==> src/rtl/mips_pipe_pkg.sv <==
// Shared pipeline definitions for the 5-stage MIPS core: hazard FSM states,
// the hardwired zero register and the bubble-count width.
package mips_pipe_pkg;

  typedef enum logic {
    RUN  = 1'b0,
    HOLD = 1'b1
  } hz_state_e;

  localparam logic [4:0] REG_ZERO = 5'd0;
  localparam int         BUBBLE_W = 2;

endpackage

==> src/rtl/hazard_match.sv <==
// Source/destination register comparator. Register 0 as the destination is
// never a dependence because writes to it are discarded.
module hazard_match
  import mips_pipe_pkg::*;
(
  input  logic       en,
  input  logic [4:0] src,
  input  logic [4:0] dst,
  output logic       hit
);

  assign hit = en && (src == dst) && (dst != REG_ZERO);

endmodule

==> src/rtl/hazard_stall_unit.sv <==
// ID-stage hazard control: load-use and ID-resolved branch stalls, plus the
// IF/ID flush on a taken branch. Optional counters under HAZARD_PERF_EN.
module hazard_stall_unit
  import mips_pipe_pkg::*;
(
  input  logic       clk,
  input  logic       rst,
  input  logic [4:0] IfIdRs,
  input  logic [4:0] IfIdRt,
  input  logic       IfIdUsesRt,
  input  logic       IfIdBranch,
  input  logic       IdExMemRead,
  input  logic       IdExRegWrite,
  input  logic [4:0] IdExRd,
  input  logic       ExMemMemRead,
  input  logic [4:0] ExMemRd,
  input  logic       BranchTaken,
  output logic       PcWrite,
  output logic       IfIdWrite,
  output logic       IfIdFlush,
  output logic       IdExBubble
`ifdef HAZARD_PERF_EN
  ,
  output logic [15:0] StallCycles,
  output logic [15:0] FlushCount
`endif
);

  hz_state_e           state_q;
  logic                rs_ex_hit, rt_ex_hit, rs_mem_hit, rt_mem_hit;
  logic                ex_hit, mem_hit;
  logic [BUBBLE_W-1:0] need_bubbles;

  hazard_match u_rs_ex  (.en(1'b1),       .src(IfIdRs), .dst(IdExRd),  .hit(rs_ex_hit));
  hazard_match u_rt_ex  (.en(IfIdUsesRt), .src(IfIdRt), .dst(IdExRd),  .hit(rt_ex_hit));
  hazard_match u_rs_mem (.en(1'b1),       .src(IfIdRs), .dst(ExMemRd), .hit(rs_mem_hit));
  hazard_match u_rt_mem (.en(IfIdUsesRt), .src(IfIdRt), .dst(ExMemRd), .hit(rt_mem_hit));

  assign ex_hit  = rs_ex_hit  || rt_ex_hit;
  assign mem_hit = rs_mem_hit || rt_mem_hit;

  // Rules are applied in ascending order so the largest bubble count wins.
  always_comb begin
    need_bubbles = '0;
    if (IdExMemRead && ex_hit)
      need_bubbles = 2'd1;
    if (IfIdBranch && IdExRegWrite && !IdExMemRead && ex_hit)
      need_bubbles = 2'd1;
    if (IfIdBranch && ExMemMemRead && mem_hit)
      need_bubbles = 2'd1;
    if (IfIdBranch && IdExMemRead && ex_hit)
      need_bubbles = 2'd2;
  end

  // A stall suppresses the flush: the branch comparator operands are stale.
  always_comb begin
    PcWrite    = 1'b1;
    IfIdWrite  = 1'b1;
    IdExBubble = 1'b0;
    IfIdFlush  = 1'b0;
    if (rst) begin
      PcWrite    = 1'b0;
      IfIdWrite  = 1'b0;
      IdExBubble = 1'b1;
      IfIdFlush  = 1'b1;
    end else if (state_q == HOLD || need_bubbles != '0) begin
      PcWrite    = 1'b0;
      IfIdWrite  = 1'b0;
      IdExBubble = 1'b1;
    end else begin
      IfIdFlush  = IfIdBranch && BranchTaken;
    end
  end

  always_ff @(posedge clk) begin
    if (rst) begin
      state_q <= RUN;
    end else begin
      case (state_q)
        RUN:     state_q <= (need_bubbles == 2'd2) ? HOLD : RUN;
        HOLD:    state_q <= RUN;
        default: state_q <= RUN;
      endcase
    end
  end

`ifdef HAZARD_PERF_EN
  function automatic logic [15:0] sat_inc(input logic [15:0] v);
    return (v == 16'hFFFF) ? v : v + 16'd1;
  endfunction

  logic [15:0] stall_cnt_q, flush_cnt_q;

  always_ff @(posedge clk) begin
    if (rst) begin
      stall_cnt_q <= '0;
      flush_cnt_q <= '0;
    end else begin
      if (!PcWrite)  stall_cnt_q <= sat_inc(stall_cnt_q);
      if (IfIdFlush) flush_cnt_q <= sat_inc(flush_cnt_q);
    end
  end

  assign StallCycles = stall_cnt_q;
  assign FlushCount  = flush_cnt_q;
`endif

endmodule

==> config.mk <==
export PLATFORM = sky130hd
export DESIGN_NAME = hazard_stall_unit
export DESIGN_NICKNAME = d
export VERILOG_FILES = /design/src/rtl/mips_pipe_pkg.sv /design/src/rtl/hazard_match.sv /design/src/rtl/hazard_stall_unit.sv
export SDC_FILE = /design/constraint.sdc
export NUM_CORES = 1
export LEC_CHECK = 0
export ABC_AREA = 1
export CORE_MARGIN = 2
export CORE_UTILIZATION = 35
export DETAILED_ROUTE_END_ITERATION = 10
export PLACE_DENSITY = 0.89
export SLEW_MARGIN = 20
export SYNTH_ARGS = -nofsm -noshare
export SYNTH_HDL_FRONTEND = slang
export SYNTH_SLANG_ARGS = --single-unit
==> constraint.sdc <==
create_clock -name clk -period 1.5 [get_ports clk]
set_input_delay 0.3 -clock clk [delete_from_list [all_inputs] [get_ports clk]]
set_output_delay 0.3 -clock clk [all_outputs]
set_load 0.05 [all_outputs]
Word-level counts from Yosys, hierarchy flattened
Index checks and enable logic that the tools add are counted.
{"block": "classes", "n_addsub": 0, "mul": 0, "div_mod_pow": 0, "n_lt_le_gt_ge": 0, "n_eq_ne": 5, "n_shift": 0, "muxes": 12, "bitwise_logic": 1, "n_reduce_logical": 22}
{"operator": "equality test 5 bit", "n": 4}
{"operator": "logical AND 1 bit", "n": 15}
{"operator": "nonzero test 5 bit", "n": 2}
{"operator": "2-to-1 mux 1 bit", "n": 9}
{"operator": "2-to-1 mux 2 bit", "n": 2}
{"operator": "logical OR 1 bit", "n": 3}
{"operator": "equality test 2 bit, second input constant", "n": 1}
{"operator": "case mux 1 bit (2 select lines)", "n": 1}
{"operator": "nonzero test 2 bit", "n": 1}
{"operator": "logical NOT 1 bit", "n": 1}
{"operator": "inverter 1 bit", "n": 1}
{"block": "word_totals", "register_bits": 1, "latch_bits": 0, "ram_bits": 0, "mem_bits_ro": 0, "inputBits": 28, "output_inout_bits": 4, "elab_cells": 41, "n_memories": 0}

Longest topological paths before layout
{"block": "depth", "depth_word": 13, "mapped_depth": 10, "depth_no_buf": 9}

Cells and area by module
Synthesis repeated with hierarchy kept, for this count alone.
{"block": "hier_totals", "cells_unflattened": 125, "hier_area_um2": 539.3}
{"module": "hazard_match", "instances": 4, "cells_each": 26, "area_per_inst_um2": 106.4, "seq_area_each_um2": 0.0}
{"module": "hazard_stall_unit", "instances": 1, "cells_each": 21, "area_per_inst_um2": 113.9, "seq_area_each_um2": 20.0}

Worst setup path before layout
No wires, ideal clock.
{"block": "synth_path", "kind": "input port to output port", "from": "input port ExMemRd[3]", "to": "output port PcWrite", "t_arrival_ns": 1.595, "t_required_ns": 1.200, "path_slack_ns": -0.395, "cell_stages": 10, "n_path_buf": 1, "path_cell_list": "inv_1 -> nand2_1 -> nand2_1 -> nor2_1 -> nand3_1 -> nand2_1 -> a21oi_2 -> nand3_2 -> inv_2 -> buf_4"}
{"block": "synth_via", "elab_chain_cells": 11, "elab_cells_between_ends": 14, "cone_classes": "eq/ne: 2; mux: 4; reduce/logical: 8"}
{"element": "start: declaration", "line": "hazard_stall_unit.sv:16", "rtl": "input logic [4:0] ExMemRd,"}
{"element": "equality test 5 bit", "line": "hazard_match.sv:12", "rtl": "assign hit = en && (src == dst) && (dst != REG_ZERO);"}
{"element": "logical AND 1 bit (2 in a row)", "line": "hazard_match.sv:12"}
{"element": "logical OR 1 bit (*)", "line": "hazard_stall_unit.sv:40", "rtl": "assign mem_hit = rs_mem_hit || rt_mem_hit;"}
{"element": "logical AND 1 bit (*)", "line": "hazard_stall_unit.sv:49", "rtl": "if (IfIdBranch && ExMemMemRead && mem_hit)"}
{"element": "2-to-1 mux 2 bit (*)", "line": "hazard_stall_unit.sv:49"}
{"element": "2-to-1 mux 2 bit (*)", "line": "hazard_stall_unit.sv:51", "rtl": "if (IfIdBranch && IdExMemRead && ex_hit)"}
{"element": "nonzero test 2 bit (*)", "line": "hazard_stall_unit.sv:66", "rtl": "end else if (state_q == HOLD || need_bubbles != '0) begin"}
{"element": "logical OR 1 bit (*)", "line": "hazard_stall_unit.sv:66"}
{"element": "2-to-1 mux 1 bit (*) (2 in a row)"}
{"element": "end: declaration", "line": "hazard_stall_unit.sv:18", "rtl": "output logic PcWrite,"}
Every way passes the cells marked *; elsewhere a longest branch is shown, timed or not.

Worst setup path in the final report
{"block": "layout_path", "from": "input port ExMemRd[2]", "to": "output port IfIdFlush"}
{"block": "layout_via", "elab_chain_cells": 11, "elab_cells_between_ends": 14, "cone_classes": "eq/ne: 2; mux: 4; reduce/logical: 8"}
{"element": "equality test 5 bit", "line": "hazard_match.sv:12"}
{"element": "logical AND 1 bit (2 in a row)", "line": "hazard_match.sv:12"}
{"element": "logical OR 1 bit (*)", "line": "hazard_stall_unit.sv:40"}
{"element": "logical AND 1 bit (*)", "line": "hazard_stall_unit.sv:49"}
{"element": "2-to-1 mux 2 bit (*)", "line": "hazard_stall_unit.sv:49"}
{"element": "2-to-1 mux 2 bit (*)", "line": "hazard_stall_unit.sv:51"}
{"element": "nonzero test 2 bit (*)", "line": "hazard_stall_unit.sv:66"}
{"element": "logical OR 1 bit (*)", "line": "hazard_stall_unit.sv:66"}
{"element": "2-to-1 mux 1 bit (*)", "line": "hazard_stall_unit.sv:66"}
{"element": "2-to-1 mux 1 bit (*)", "line": "hazard_stall_unit.sv:61", "rtl": "if (rst) begin"}
{"element": "end: declaration", "line": "hazard_stall_unit.sv:20", "rtl": "output logic IfIdFlush,"}
Marks and branches as above.

==> impl_metrics.json <==
{
  "status": "finished with violations",
  "violations": "negative setup slack",
  "fp.dieW_um": 41.2,
  "drt_iter0_drc": 35,
  "cts_hold_buffers": 0,
  "grt_overflow": 0,
  "placed_cells": 154,
  "timing.rr.end": "state_q$_SDFF_PP0_",
  "die_h_um": 41.2,
  "synth_edf_count": 0,
  "yosys.area.top_type": "nand2_1",
  "finalCritPeriodShare_pct": 111,
  "nets": 172,
  "clkTransAtPathRegs_ns": 0,
  "netlist_area_um2": 484,
  "min_period_ns": 1.66,
  "drv_slew": 0,
  "power.density_nw_per_um2": 337,
  "maxSlewHeadroom_pct": 86.5,
  "clock.fmax_ghz": 0.601,
  "worstReg2RegStart": "state_q$_SDFF_PP0_",
  "vias": 783,
  "die-area_um2": 1700,
  "gp_congestion": 0.842,
  "cp_data_arrival_time_ns": 1.36,
  "worstHoldPathType": "reg -> reg",
  "synth_area_leaders": "nand2_1, inv_1, nor2_1, nand3_1, nand3_2",
  "setup-violations-final": 4,
  "num_antenna_cells": 0,
  "yosysSeqAreaShare_pct": 4.13,
  "crit_type": "in -> out",
  "synthXorXnorAreaFrac_pct": 9.04,
  "synthAdderAreaFrac_pct": 0,
  "finalNonFillerCells": 157,
  "hold_depth": 3,
  "yosysWarnings": 0,
  "syn2layout_area_growth_pct": 122,
  "pin_count": 32,
  "top_register": "state_q",
  "synthMuxAreaShare_pct": 0,
  "rsz0062_at_grt": "yes",
  "synth_top_area_share_pct": 35.7,
  "dr.pass1.iters": 4,
  "setup_ws_ns": -0.164,
  "startpoint_type": "input pin",
  "wl_mm": 1.99,
  "largest_registers": "state_q x1",
  "synth-compound-area-share_pct": 6.20,
  "synthArstFlopShare_pct": 0,
  "num_rows": 13,
  "drv_cap": 0,
  "syn_nets": 133,
  "ant_nets": 0,
  "largest_reg_flops": 1,
  "rrSetupSlack_ns": 0.81,
  "synth_top_family_by_area": "simple AND/OR/NAND/NOR gates",
  "start_util_pct": 37.2,
  "antenna_found_initial": 0,
  "drive_above_1_share_pct": 52.1,
  "netlist_instances": 105,
  "crit_required_ns": 1.20,
  "worstSkewPairLatency_ns": 0,
  "grt_max_degree": 6,
  "hold_end": "state_q$_SDFF_PP0_",
  "via_per_inst": 4.99,
  "critPathMaxFanout": 5,
  "yosysMostFrequentCell": "nand2_1",
  "io_buffers": 31,
  "grt_pass1_wl_mm": 3.06,
  "tightest_slew_ns": 0.202,
  "wl_per_cell_um": 12.6,
  "syn_avg_cell_area_um2": 4.61,
  "synth_ff_type": "dfxtp_1",
  "leakagePower_nw": 0.575,
  "synthTopCellsByCount": "nand2_1, inv_1, nor2_1",
  "cp-end-kind": "output pin",
  "finalHoldViolCount": 0,
  "dp_hpwl_mm": 1.27,
  "rr_worst_depth": 3,
  "fin_skew_ns": 0,
  "grt_use_total_pct": 26.0,
  "max-vdd-ir-drop_mv": 0.180,
  "worstHoldStart": "state_q$_SDFF_PP0_",
  "drc": 0,
  "coreArea_um2": 1300,
  "final_core_util_pct": 82.5,
  "yosys.area_share.simple_pct": 62.8,
  "grt_pass1_vias": 752,
  "synth.distinct_cells": 16,
  "ys_ff_latch": 1
}
routing by layer:
layer | vias up | track usage [%] | wire (um) | share of wire [%]
met5 | - | 0 | 0 | 0
met4 | 0 | 3.23 | 23 | 1.2
met3 | 2 | 0.543 | 136 | 6.8
met2 | 41 | 48.0 | 1040 | 52
met1 | 352 | 33.9 | 791 | 40
li1 | 388 | - | - | -
worst max-delay path by stage:
stage	startpoint	to	slack, ns	depth (start not counted)
3_5_place_dp	ExMemRd[0]	IfIdWrite	-0.66	10
2_1_floorplan	IfIdRt[2]	PcWrite	-0.11	10
6_report	ExMemRd[2]	IfIdFlush	-0.16	9
5_1_grt	ExMemRd[2]	IfIdFlush	-0.22	9
4_1_cts	ExMemRd[3]	IfIdWrite	-0.08	11
3_3_place_gp	ExMemRd[0]	IfIdWrite	-0.64	10
worst max-delay path, stage by stage:
cell and delay [ns]:
buf_6 0.11, nor2_1 0.13, nor2_1 0.07, nand3_1 0.09, nand2_2 0.08, a21oi_4 0.21, nand3_2 0.12, nand2_2 0.11
buf_12 0.14
kinds of logic (layout without fill, tap and decap cells):
family          Yosys count  count (layout)
xor+xnor                  5               5
buf+inv                  22              59
compound gates            4               4
flops                     1               1
simple gates             73              73
timing repair:
action | 4_1_cts | 5_1_grt
gates cloned | 0 | 0
buffers inserted | 3 | 0
hold endpoints to repair | 0 | 0
gates resized for setup | 138 | 21
pin swaps | 26 | 10
setup endpoints to repair | 5 | 4
metrics by stage:
step	setup slack, ns	TNS, ns	cell area [um2]	power, W	hold WS, ns
3_5_place_dp	-0.663	-2.69	933	0.000313	0.534
3_3_place_gp	-0.636	-2.54	933	0.000309	0.518
2_1_floorplan	-0.114	-0.114	549	0.000161	0.442
5_1_grt	-0.225	-0.816	1070	0.000382	0.635
6_report	-0.164	-0.578	1070	0.000362	0.619
4_1_cts	-0.0767	-0.241	1020	0.000333	0.562
area by class of cell:
class	instances	area, um2
sequential	1	20.0
timing repair buffer	38	435
inverter	21	136
multi-input combinational	82	463
tap	15	18.8
fill	87	228
layout by cell type, fill, tap and decap left out, types with 3 or more instances in the layout:
master,instances
inv_1,5
xor2_1,3
dlygate4sd2_1,3
nand2_1,34
buf_4,7
buf_12,6
nand3_1,4
buf_6,13
nand2_2,13
nor2_2,4
inv_2,6
nand3_2,3
inv_4,3
inv_8,3
nor2_1,12
buf_8,3
power breakdown:
group / switching, W / leakage [nW] / internal, W
registers: 0.000000376 / 0.00806 / 0.0000274
clock network: 0 / 0 / 0
logic: 0.000167 / 0.567 / 0.000167
Note: power is estimated with default switching activity, not from simulation.
